## src/rtl/led_pkg.sv

```systemverilog
// rtl/led_pkg.sv - shared constants and LED pattern helpers for the egg-timer LED stage
package led_pkg;

    localparam int LED_DEFAULT_SIZE      = 4;
    localparam int LED_DEFAULT_BLINK_DIV = 1;

    // Widest LED bank the helpers can describe; callers keep the low SIZE bits.
    localparam int LED_MAX_SIZE = 64;

    // All-lit mask for a bank of the given width.
    function automatic logic [LED_MAX_SIZE-1:0] led_all_on(input int size);
        logic [LED_MAX_SIZE-1:0] mask;
        mask = '0;
        for (int i = 0; i < LED_MAX_SIZE; i++) begin
            if (i < size) begin
                mask[i] = 1'b1;
            end
        end
        return mask;
    endfunction

    // All-dark mask for a bank of the given width.
    function automatic logic [LED_MAX_SIZE-1:0] led_all_off(input int size);
        logic [LED_MAX_SIZE-1:0] mask;
        mask = '0;
        if (size < 0) begin
            mask = '0;
        end
        return mask;
    endfunction

endpackage

```

## src/rtl/led_driver_blink_divider.sv

```systemverilog
// rtl/led_driver_blink_divider.sv - blink half-period divider, tick on wrap
module blink_divider #(
    parameter int BLINK_DIV = 1
) (
    input  logic clk,
    input  logic rst,
    input  logic clear,
    input  logic en,
    output logic tick
);

    localparam int CNT_W = (BLINK_DIV > 1) ? $clog2(BLINK_DIV) : 1;
    localparam logic [CNT_W-1:0] CNT_LAST = CNT_W'(BLINK_DIV - 1);

    logic [CNT_W-1:0] cnt_q;
    logic [CNT_W-1:0] cnt_d;

    assign tick = en && !clear && (cnt_q == CNT_LAST);

    // Count 0..BLINK_DIV-1 while enabled; clear holds the phase at zero.
    always_comb begin
        cnt_d = cnt_q;
        if (clear) begin
            cnt_d = '0;
        end else if (en) begin
            cnt_d = (cnt_q == CNT_LAST) ? '0 : cnt_q + 1'b1;
        end
    end

    // Divider state register with synchronous reset.
    always_ff @(posedge clk) begin
        if (rst) begin
            cnt_q <= '0;
        end else begin
            cnt_q <= cnt_d;
        end
    end

endmodule

```

## src/rtl/led_driver.sv

```systemverilog
// rtl/led_driver.sv - LED output stage: count passthrough, sticky alarm blink (chase with LED_DRIVER_CHASE_EN)
module led_driver
    import led_pkg::*;
#(
    parameter int SIZE      = LED_DEFAULT_SIZE,
    parameter int BLINK_DIV = LED_DEFAULT_BLINK_DIV
) (
    input  logic            clk,
    input  logic            rst,
    input  logic            alarm,
    input  logic [SIZE-1:0] count,
    output logic [SIZE-1:0] led
);

`ifdef LED_DRIVER_CHASE_EN
    // Chase keeps the one-hot LED image itself as the pattern.
    localparam int PAT_W = SIZE;
`else
    // Blink only needs the on/off phase bit.
    localparam int PAT_W = 1;
`endif

    logic            alarm_active_q;
    logic            alarm_active_d;
    logic [PAT_W-1:0] pat_q;
    logic [PAT_W-1:0] pat_d;
    logic [PAT_W-1:0] pat_adv;
    logic [SIZE-1:0] pat_led;
    logic [SIZE-1:0] led_q;
    logic [SIZE-1:0] led_d;
    logic            tick;

    // Divider runs only in alarm mode and sits at zero otherwise, so the
    // capture edge always starts a fresh half-period.
    blink_divider #(
        .BLINK_DIV(BLINK_DIV)
    ) u_div (
        .clk  (clk),
        .rst  (rst),
        .clear(!alarm_active_q),
        .en   (alarm_active_q),
        .tick (tick)
    );

`ifdef LED_DRIVER_CHASE_EN
    // Rotate left; the shift pair degenerates to identity when SIZE is 1.
    assign pat_adv = (pat_q << 1) | (pat_q >> (SIZE - 1));
    assign pat_led = pat_d;
`else
    localparam logic [LED_MAX_SIZE-1:0] ALL_ON_W  = led_all_on(SIZE);
    localparam logic [LED_MAX_SIZE-1:0] ALL_OFF_W = led_all_off(SIZE);
    localparam logic [SIZE-1:0]         ALL_ON    = ALL_ON_W[SIZE-1:0];
    localparam logic [SIZE-1:0]         ALL_OFF   = ALL_OFF_W[SIZE-1:0];

    assign pat_adv = ~pat_q;
    assign pat_led = pat_d[0] ? ALL_ON : ALL_OFF;
`endif

    // Sticky alarm capture and pattern advance on divider wrap.
    always_comb begin
        alarm_active_d = alarm_active_q;
        pat_d          = pat_q;
        if (!alarm_active_q) begin
            if (alarm) begin
                alarm_active_d = 1'b1;
                pat_d          = PAT_W'(1);
            end
        end else if (tick) begin
            pat_d = pat_adv;
        end
    end

    // Output mux: pattern image in alarm mode, raw count otherwise.
    always_comb begin
        led_d = count;
        if (alarm_active_d) begin
            led_d = pat_led;
        end
    end

    // State and registered LED drive; reset wins over a same-edge alarm.
    always_ff @(posedge clk) begin
        if (rst) begin
            alarm_active_q <= 1'b0;
            pat_q          <= '0;
            led_q          <= '0;
        end else begin
            alarm_active_q <= alarm_active_d;
            pat_q          <= pat_d;
            led_q          <= led_d;
        end
    end

    assign led = led_q;

endmodule

```

## config.mk

```make
export PLATFORM = sky130hd
export DESIGN_NAME = led_driver
export DESIGN_NICKNAME = d
export VERILOG_FILES = /design/src/rtl/led_pkg.sv /design/src/rtl/led_driver_blink_divider.sv /design/src/rtl/led_driver.sv
export SDC_FILE = /design/constraint.sdc
export NUM_CORES = 1
export LEC_CHECK = 0
export CAP_MARGIN = 25
export CELL_PAD_IN_SITES_DETAIL_PLACEMENT = 1
export CELL_PAD_IN_SITES_GLOBAL_PLACEMENT = 2
export CORE_AREA = 2 2 39 41
export DETAILED_ROUTE_END_ITERATION = 6
export DIE_AREA = 0 0 41 43
export GPL_TIMING_DRIVEN = 0
export PLACE_DENSITY_LB_ADDON = 0.1
export SLEW_MARGIN = 20
export SYNTH_ARGS = -nofsm -noshare
export SYNTH_HDL_FRONTEND = slang
export SYNTH_SLANG_ARGS = --single-unit
```

## constraint.sdc

```tcl
create_clock -name clk -period 1.2 [get_ports clk]
set_input_delay 0.18 -clock clk [delete_from_list [all_inputs] [get_ports clk]]
set_output_delay 0.18 -clock clk [all_outputs]
set_load 0.01 [all_outputs]
```

* Word-level counts from Yosys, hierarchy flattened
Index checks and enable logic that the tools add are counted.
** Operators by class
- Add/sub/neg operators :: 1
- Mux-type cells :: 7
- Bitwise gates (word level) :: 3
- Reduce and logical (&&, ||, !) cells :: 2
** Operators by type and width (count)
- $mux 4 :: 2
- $mux 1 :: 5
- $not 1->1 :: 3
- $reduce_or 3->1 :: 1
- $add 1x1->1 const B :: 1
- $logic_and 1x1->1 :: 1
** Storage, ports and cells
- Register bits after elaboration :: 7
- Logic and storage cells :: 17

* Depth between registers and ports, before layout
- Depth after elaboration :: 6
- Depth in mapped cells :: 4
- Depth with buffers taken out :: 3

* Hierarchy
A second synthesis with hierarchy kept.
** Unflattened totals
- Cells, all modules :: 22
- Area total of the unflattened synthesis :: 224.0 sq um
** By module, submodules not included
- led_driver :: instances 1, cells each 21, area an instance 210.2 sq um, sequential area each 120.1 sq um
- blink_divider :: instances 1, cells each 1, area an instance 13.8 sq um, sequential area each 0.0 sq um

* Worst setup path after synthesis
Ideal clock, no wire load.
- Path kind :: reg2reg
- Start :: register alarm_active_q
- End :: register pat_q
- Setup time :: 0.114 ns
- Arrival time :: 0.799 ns
- Required time :: 1.086 ns
- Slack :: 0.287 ns
- Cell stages (with the launch flop) :: 5
- Path buffers :: 1
- Period minus slack after synthesis :: 0.913 ns
- Cells stage by stage :: dfxtp_1 or2_1 buf_6 a21oi_2 nor3_1
** Between the ends
- Cells in the longest elaborated chain, start to end :: 3
** Ends and longest elaborated chain
- start: declaration :: RTL line led_driver.sv:23 : logic alarm_active_q;
- start signal: assignment :: RTL line led_driver.sv:88 : alarm_active_q <= alarm_active_d;
- $logic_and 1x1->1 :: RTL line led_driver_blink_divider.sv:18 : assign tick = en && !clear && (cnt_q == CNT_LAST);
- $mux 1 :: RTL line led_driver.sv:68 : end else if (tick) begin
- $mux 1 * :: RTL line led_driver.sv:63 : if (!alarm_active_q) begin
- end signal: assignment :: RTL line led_driver.sv:89 : pat_q <= pat_d;
- end: declaration :: RTL line led_driver.sv:25 : logic [PAT_W-1:0] pat_q;
Mark *: on every way between the ends. The rest lies on a longest branch, timed or not.
A chain may end at the register's enable or synchronous reset.

* Worst setup path after layout
- Start :: register led_q[1] (netlist: led[1])
- End :: output port led[1]
** RTL lines
- start: declaration :: RTL line led_driver.sv:29 : logic [SIZE-1:0] led_q;
- start signal: assignment :: RTL line led_driver.sv:90 : led_q <= led_d;
- end: declaration :: RTL line led_driver.sv:12 : output logic [SIZE-1:0] led
No word-level cell between the ends.

==> out/metrics.yaml <==
timing:
  final.min_clock_period_ns: 0.988
  final-setup-viol-count: 0
  final.setup.tns_ns: 0
  timing.fmax_mhz: 1010
  skew_ns: 0.00172
  final_hold_viol_count: 0
  grt_setup_unrepaired: "false"
  timing.final.crit_share_pct: 82.3
  timing.final.max_slew_violations: 0
synth:
  synth_top_family_by_area: "simple AND/OR/NAND/NOR gates"
  most_used_standard_cell_by_instance_count_after_synthesis: "dfxtp_1"
  synth_adder_area_share_pct: 0
  synth_edf_count: 0
  synth-seq-cells: 7
  syn_area_um2: 245
  yosys-mux-area-fraction_pct: 0
  synth_top_cells_by_count: "dfxtp_1 (7), nor2_1 (5), nor3_1 (5), nand2_1 (2)"
  synth_async_sr_flop_share_pct: 0
  synth_area_per_inst_um2: 9.43
  synth_ff_type: "dfxtp_1"
  synth_xor_area_share_pct: 3.57
  post_synth_main_area_contributors: "dfxtp_1 (57%), nor3_1 (10%), nor2_1 (7.7%), buf_6 (4.6%), a21oi_2 (3.6%)"
  synth_compound_gate_area_share_pct: 3.57
  synthDominantAreaCellType: "dfxtp_1"
  ys.warnings.count: 0
  post_synth_inst_count: 26
  yosysSeqAreaShare_pct: 57.1
  netlist-cell-type-count: 11
  synthSimpleGateAreaFrac_pct: 29.6
  synth_top_cell_area_share_pct: 57.1
  synth_fp_nets: 33
min_path:
  worst_hold_path.endpoint: "pat_q$_SDFF_PP0_"
  hp-start: "u_div.cnt_q$_SDFF_PP0_"
  timing.hold.worst_path_depth: 2
  hp-class: "reg2reg"
route:
  detail_route.wirelength_um: 553
  via_per_inst: 3.77
  drt_first_pass_iters: 3
  drt_iter0_drc: 2
  remaining_drc_errors: 0
  route.antenna.remaining_nets: 0
  routed_length_per_instance_um: 9.88
  routed-via-count: 211
critical_path:
  timing.reg2reg.worst_path_depth: 4
  path_cells: "dlygate4sd2_1"
  ff2ff_setup_slack_ns: 0.22
  crit_required_ns: 1.02
  regToRegEndpoint: "pat_q$_SDFF_PP0_"
  worst-path-max-fanout: 1
  crit_path_launch_type: "flop"
  setup.worst_path.class: "reg2out"
  cell_type_group_with_the_largest_total_delay_on_the_critical_path: "flip-flops"
  cp-startpoint: "led[1]$_SDFF_PP0_"
  crit_path_top_delay_cell: "dfxtp_1"
  cp_data_arrival_time_ns: 0.81
  critPathBufInv: 1
  critical_path.reg2reg.startpoint: "alarm_active_q$_SDFF_PP0_"
  critical_path.endpoint_type: "output pin"
  crit_path_max_incr_delay_ns: 0.29
clocking:
  cts.sink_count: 7
  cts-htree-levels: 1
  hold_buffers: 0
  resize_count_post_cts: 4
  clk_latency_ns: 0.24
  clock_tree.root_cell: "clkbuf_4"
  clockBufferDepth: 2
  tritoncts: "built"
  cts.repair_timing.setup_buffer_count: 0
  clk_transition_reported_paths_ns: 0.05
  cts_made_buffers: 3
layout:
  insertedDiodeCount: 0
  post_layout_nonfiller_instances: 56
  post_route_cells_drive_above_1_share_pct: 15.0
  layout-area-overhead-vs-synth_pct: 57.7
  nets: 48
floorplan:
  placement_rows: 14
  initial_core_util_pct: 17.7
  die-width_um: 41
  num_io_pins: 11
  die_area_mm2: 0.00176
  floorplan.core_area_mm2: 0.00138
  floorplan.die.height_um: 43
job:
  timing.max_cap.violations: 0
outcome:
  outcome: "complete, no violations"
grt:
  grt_pass1_wl_um: 945
  grt_start_max_net_pins: 7
  grt_remaining_overflow: 0
  grt_pass1_vias: 224
  antenna_found_initial: 0
  grt_util_all_layers_pct: 8.33
power_and_ir_drop:
  leakagePower_nw: 0.166
  switchingPower_uw: 125
  sequentialPowerShare_pct: 47.5
  combinationalPowerShare_pct: 14.8
  sw_frac_of_total_pct: 22.5
  cellPowerDensity_mw_per_mm2: 1430
  p_clk_share_pct: 37.7
  finalPower_uw: 554
  internal_power_uw: 429
  max-vdd-ir-drop_mv: 0.485
placement:
  io_buf_count: 10
  dp.final_hpwl_um: 442
  finalWeightedCongestion: 0.597
  place_inst: 52
[registers in the layout (all words and copies together), names as in the netlist]
| signal | count |
|---|---|
| pat_q | 1 |
| led | 4 |
| u_div.cnt_q | 1 |
| alarm_active_q | 1 |
[kinds of logic after synthesis]
group | after synthesis
buffers and inverters | 1
and+or+nand+nor | 15
AOI/OAI and AO/OA | 1
other | 1
DFF | 7
xor gates and xnor gates | 1
[per-stage QoR]
| step | instance area (um2) | hold WS (ns) | setup slack [ns] | util, % |
|---|---|---|---|---|
| after CTS | 387 | 0.528 | 0.198 | 27.9 |
| final | 387 | 0.524 | 0.212 | 27.9 |
| after global placement | 365 | 0.501 | 0.00931 | 26.4 |
| after floorplan | 245 | 0.252 | 0.287 | - |
| after global routing | 387 | 0.549 | 0.147 | 27.9 |
| after detailed placement | 365 | 0.519 | 0.000288 | 26.4 |
[how the worst max path moves through the flow]
stage / end / cells after the start
finish: led[1] / 1
global route: pat_q$_SDFF_PP0_ / 4
CTS: led[1] / 1
detailed placement: pat_q$_SDFF_PP0_ / 5
global placement: pat_q$_SDFF_PP0_ / 5
floorplan: pat_q$_SDFF_PP0_ / 4
[power groups by stage]
stage,logic (mW),clock network (mW),registers (mW)
CTS,0.0843,0.220,0.263
global route,0.0917,0.234,0.265
floorplan,0.0341,0,0.274
finish,0.0821,0.209,0.263
global placement,0.0904,0,0.267
detailed placement,0.0923,0,0.269
[final cells by class]
class,count,area (um2)
fillers,169,997
flip-flops and latches,7,140
repair buffers,10,95.1
multi-input cells,18,93.8
clock buffers,4,26.3
well taps,16,20.0
plain buffers,1,11.3
[worst register-to-register path, cell delays in order (launching register included)]
cell and delay, ns:
dfxtp_1 0.33, or2_1 0.24, buf_6 0.13, a21oi_2 0.10, nor3_1 0.05
[routing by layer]
| metal | share of wire, % | routed length (um) | GRT usage, % | up-vias |
|---|---|---|---|---|
| li1 | - | - | - | 109 |
| met1 | 39 | 216 | 8.68 | 93 |
| met2 | 52 | 288 | 11.9 | 7 |
| met3 | 8.0 | 44 | 4.71 | 2 |
| met4 | 0.72 | 4 | 6.00 | 0 |
| met5 | 0 | 0 | 0 | - |
[cells in the final DEF, fill, tap and decap left out]
master / netlist / final
clkbuf_1: 0 / 1
xor2_1: 1 / 1
clkbuf_4: 0 / 3
buf_6: 1 / 1
nor3_1: 5 / 5
a21oi_2: 1 / 1
dfxtp_1: 7 / 7
nor2_1: 5 / 5
dlygate4sd2_1: 0 / 4
nor2b_1: 1 / 1
nand2_1: 2 / 2
or2_1: 1 / 1
conb_1: 1 / 1
clkdlybuf4s50_1: 0 / 6
and2_4: 1 / 1
Power figures use the tool's default switching activity.
